==> src/rtl/btn_sel_pkg.sv <==
// Shared types and default constants for the button select controller.
package btn_sel_pkg;
  typedef enum logic {STABLE = 1'b0, COUNTING = 1'b1} db_state_e;

  localparam int DEBOUNCE_CYCLES_DEF = 1000000;
  localparam int SYNC_STAGES_DEF     = 2;
endpackage

==> src/rtl/debounce.sv <==
// One-bit synchronizer plus debounce FSM; the output is the registered stable level.
module debounce
  import btn_sel_pkg::*;
#(
  parameter int DEBOUNCE_CYCLES = DEBOUNCE_CYCLES_DEF,
  parameter int SYNC_STAGES     = SYNC_STAGES_DEF
) (
  input  logic clk,
  input  logic rst,
  input  logic i_raw,
  output logic o_stable
);
  localparam int              CW   = $clog2(DEBOUNCE_CYCLES) + 1;
  localparam logic [CW-1:0]   LAST = CW'(DEBOUNCE_CYCLES - 1);

  logic [SYNC_STAGES-1:0] r_sync;
  db_state_e              r_state;
  logic [CW-1:0]          r_cnt;
  logic                   r_stable;
  logic                   w_synced;

  assign w_synced = r_sync[SYNC_STAGES-1];
  assign o_stable = r_stable;

  always_ff @(posedge clk or posedge rst) begin
    if (rst) r_sync <= '0;
    else     r_sync <= {r_sync[SYNC_STAGES-2:0], i_raw};
  end

  // The counter tracks how many consecutive cycles the synced level has differed.
  always_ff @(posedge clk or posedge rst) begin
    if (rst) begin
      r_state  <= STABLE;
      r_cnt    <= '0;
      r_stable <= 1'b0;
    end else begin
      case (r_state)
        STABLE: begin
          if (w_synced != r_stable) begin
            r_state <= COUNTING;
            r_cnt   <= CW'(1);
          end else begin
            r_cnt   <= '0;
          end
        end
        COUNTING: begin
          if (w_synced == r_stable) begin
            r_state <= STABLE;
            r_cnt   <= '0;
          end else if (r_cnt == LAST) begin
            r_state  <= STABLE;
            r_cnt    <= '0;
            r_stable <= ~r_stable;
          end else begin
            r_cnt <= r_cnt + CW'(1);
          end
        end
        default: begin
          r_state <= STABLE;
          r_cnt   <= '0;
        end
      endcase
    end
  end
endmodule

==> src/rtl/btn_sel_ctrl.sv <==
// Debounces five buttons into mux/demux selects and enable, and pulses on select changes.
module btn_sel_ctrl
  import btn_sel_pkg::*;
#(
  parameter int DEBOUNCE_CYCLES = DEBOUNCE_CYCLES_DEF,
  parameter int SYNC_STAGES     = SYNC_STAGES_DEF
) (
  input  logic       clk,
  input  logic       rst,
  input  logic       btnL,
  input  logic       btnU,
  input  logic       btnD,
  input  logic       btnR,
  input  logic       btnC,
  output logic [1:0] mux_sel,
  output logic [1:0] demux_sel,
  output logic       en,
  output logic       sel_change
);
  logic [4:0] w_raw;
  logic [4:0] w_db;
  logic [3:0] w_sel;
  logic [3:0] r_prev;
  logic       r_sel_change;

  assign w_raw = {btnC, btnR, btnD, btnU, btnL};

  for (genvar g = 0; g < 5; g++) begin : g_db
    debounce #(
      .DEBOUNCE_CYCLES(DEBOUNCE_CYCLES),
      .SYNC_STAGES    (SYNC_STAGES)
    ) u_db (
      .clk     (clk),
      .rst     (rst),
      .i_raw   (w_raw[g]),
      .o_stable(w_db[g])
    );
  end

  assign w_sel      = w_db[3:0];
  assign mux_sel    = w_db[1:0];
  assign demux_sel  = w_db[3:2];
  assign en         = w_db[4];
  assign sel_change = r_sel_change;

  // Enable is deliberately excluded from the compare.
  always_ff @(posedge clk or posedge rst) begin
    if (rst) begin
      r_prev       <= '0;
      r_sel_change <= 1'b0;
    end else begin
      r_prev       <= w_sel;
      r_sel_change <= (w_sel != r_prev);
    end
  end
endmodule

==> config.mk <==
export PLATFORM = sky130hd
export DESIGN_NAME = btn_sel_ctrl
export DESIGN_NICKNAME = d
export VERILOG_FILES = /design/src/rtl/btn_sel_pkg.sv /design/src/rtl/debounce.sv /design/src/rtl/btn_sel_ctrl.sv
export SDC_FILE = /design/constraint.sdc
export NUM_CORES = 1
export LEC_CHECK = 0
export CORE_MARGIN = 3
export CORE_UTILIZATION = 62
export DETAILED_ROUTE_END_ITERATION = 10
export GPL_TIMING_DRIVEN = 0
export PLACE_DENSITY = 0.79
export SLEW_MARGIN = 20
export SYNTH_ARGS = -nofsm -noshare
export SYNTH_HDL_FRONTEND = slang
export SYNTH_SLANG_ARGS = --single-unit
==> constraint.sdc <==
create_clock -name clk -period 5.1 [get_ports clk]
set_input_delay 1.02 -clock clk [delete_from_list [all_inputs] [get_ports clk]]
set_output_delay 1.02 -clock clk [all_outputs]
set_load 0.005 [all_outputs]
==> results.md <==
- Status: finished, final reports clean
- Number of cell rows: 36
- H-tree lvl count: 4
- Avg WL per Cell: 15.4 um
- Setup bufs post-CTS: 0
- Min Tclk post-route: 2.65 ns
- Root buf cell: clkbuf_8
- Max_slew headroom: 0.650
- Placed insts: 757
- Initial Util: 0.641
- First-pass GRT wire length: 21.5 mm
- CP max stage delay: 0.50 ns
- Synth Instances: 611
- Largest net degree at the start of global routing: between 70 and 80
- Pleak: roughly 2.9 nW
- I/O pins: 13
- Clock transition at path regs: 0.06 ns
- Worst hold margin: roughly 0.35 ns
- Worst setup margin: 2.45 ns
- RSZ-0062 raised after global routing: false
- R2r setup slk: 2.89 ns
- DR pass1 iterations: 5
- WP data arrival: around 1.6 ns
- DIE HEIGHT: approximately 110 um
- Initial antenna violation count: 0
- Dpl hpwl: 8.12 mm
- Startpoint Class: register
- Max clock buf depth: 2
- CP endpoint kind: primary output
- Worst skew pair latency: 0.52 ns
- Full die area: 11,400 sq um
- Mean post-synth cell area: roughly 10 sq um
- Setup TNS Final: 0 ns
- FF-to-FF Start: g_db[2].u_db.r_cnt[0]
- Via count: 4,725
- Post-Place Cell Area: 6610 sq um
- GP Congestion: 0.858
- DR vias/cell: 5.99
- Yosys warnings: 0
- Area grow syn2layout: 14.5%
- Commonest cells after routing, fill and taps aside: dfrtp_1 (130), nor2_1 (73), xor2_1 (44), nand3_1 (43), nand4_1 (39)
- Grt total ovfl: 0
- Nets: around 660
- Share of layout cells above drive strength 1: 0.131
- CP Launch Point: g_db[3].u_db.o_stable
- Asr flop ratio synth: 1.00
- Clock sinks: 130
- Maximum fanout along the worst path: 5
- CTS tree: built
- Crit Path Class: reg -> out
- Worst reg2reg path depth: 7
- Finished Cell Area: 7200 sq um
- DRT Wirelength: roughly 12 mm
- CTS Hold Buffers Added: 0
- Initial detailed-routing violation count: roughly 250
- Count of cell types in the netlist: 50
- Final hold viol count: 0
- Core area: 9820 sq um
- Max Slew Vio Count: 0
- All-layer global routing usage: 0.237
- Cell Count, Final, Fillers Out: a little under 800
- Filler cells: about 730
- Commonest non-fill, non-tap cell in the layout: dfrtp_1
- Die width: 107 um
- CP required: between 4 and 5 ns
- Crit-path cells: buf_4 -> clkdlybuf4s50_1
- Dominant cell type by area after synthesis: dfrtp_1
- Clock Skew: 0.00527 ns
- Max-cap violation count: 0
- Worst Hold Class: reg -> reg
- F_max: 0.377 GHz
- Primary FF master, synth: dfrtp_1
- # DRC: 0
- Port Buffer Count: 12
- Yosys reg bits: 130
- Syn Nets: 623
- Hold path startpoint: g_db[3].u_db.r_sync[0]
- Number of flops mapped to enable cells by yosys: 0
- Final Cycle Share: 0.520
- R2r endpoint: g_db[2].u_db.r_cnt[5]
- Slowest-stage cell, CP: clkdlybuf4s50_1
- Seq/Total Area, Yosys: 0.517
- Inserted Diodes: 0
- Layout Utilization: 0.733
- Synth area leaders: dfrtp_1 (52%), xor2_1 (6.1%), xnor2_1 (4.9%), nor2_1 (4.4%), nand4_1 (3.9%)
- CP Capture Point: demux_sel[1]
- Max VDD drop: around 0.23 mV
- Antenna Nets Post-Route: 0
- # resized after CTS: 0
- Yosys top cell area share: 0.517
- Worst Tran Pin Value: ~0.52 ns
- Total power: 2.32 mW
- Number of global-route vias before repair: 4,769
- PD cells: 323 nW/um^2
- Mapped cell area: 6290 sq um
- Pre-CTS setup slack: 2.86 ns
- Setup Viol. Count Final: 0
- TritonCTS Buffers: 17
cells in the mapped netlist (13+ instances only):
cell type and count:
dfrtp_1 130, nor2_1 73, xor2_1 44, nand3_1 43
nand4_1 39, xnor2_1 35, nand2_1 25, a21oi_1 22
inv_1 17, nor2_2 15, o21ai_0 15, or3_1 15
or4_1 13
power by group:
group	switching [mW]	internal [mW]	total [mW]	leakage [nW]
Combinational	0.0456	0.0202	0.0658	0.813
Sequential	0.00926	1.04	1.05	1.77
Clock	0.450	0.755	1.20	0.294
Total	0.505	1.82	2.32	2.88
per-layer routing:
metal / wire length, um / vias to the layer above / track usage
li1: - / 2236 / -
met1: 5290 / 2349 / 0.294
met2: 6160 / 115 / 0.389
met3: 469 / 25 / 0.0614
met4: 266 / 0 / 0.109
met5: 0 / - / 0
flip-flops by register name, indices dropped and copies added, names as in the netlist:
signal / count
r_prev: 4
g_db.u_db.r_cnt: 105
g_db.u_db.o_stable: 5
g_db.u_db.r_state: 5
sel_change: 1
g_db.u_db.r_sync: 10
worst min path at each step:
stage / endpoint / slack [ns] / depth (start not counted)
global route: g_db[3].u_db.r_sync[1] / 0.36 / 0
floorplan: g_db[0].u_db.r_sync[1] / 0.33 / 0
global placement: g_db[0].u_db.r_sync[1] / 0.33 / 0
CTS: g_db[3].u_db.r_sync[1] / 0.35 / 0
finish: g_db[3].u_db.r_sync[1] / 0.35 / 0
detailed placement: g_db[0].u_db.r_sync[1] / 0.34 / 0
cell families after synthesis:
| kind of cell | share of synthesized area |
|---|---|
| buffers and inverters | 0.0332 |
| XOR/XNOR | 0.110 |
| AO/OA/AOI/OAI | 0.0611 |
| multiplexers | 0.00895 |
| flip-flops | 0.517 |
| adder cells (fa/ha/maj) | 0.00994 |
| AND/OR/NAND/NOR | 0.260 |
layout make-up:
class                      instances  area (sq um)  area share
sequential                       130          3250       0.452
multi-input combinational        439          2830       0.393
clock buffer                      18           428      0.0594
tap                              133           166      0.0231
clock inverter                    14           163      0.0226
timing repair buffer              13           148      0.0205
buffer                            25           145      0.0202
inverter                          17          68.8     0.00956
worst max-delay path, delay by kind of cell, from the launching register on:
family | cells | cell delay [ns]
DFF | 1 | 0.46
buffers and inverters | 2 | 0.65
Note: power is estimated with default switching activity, not from simulation.
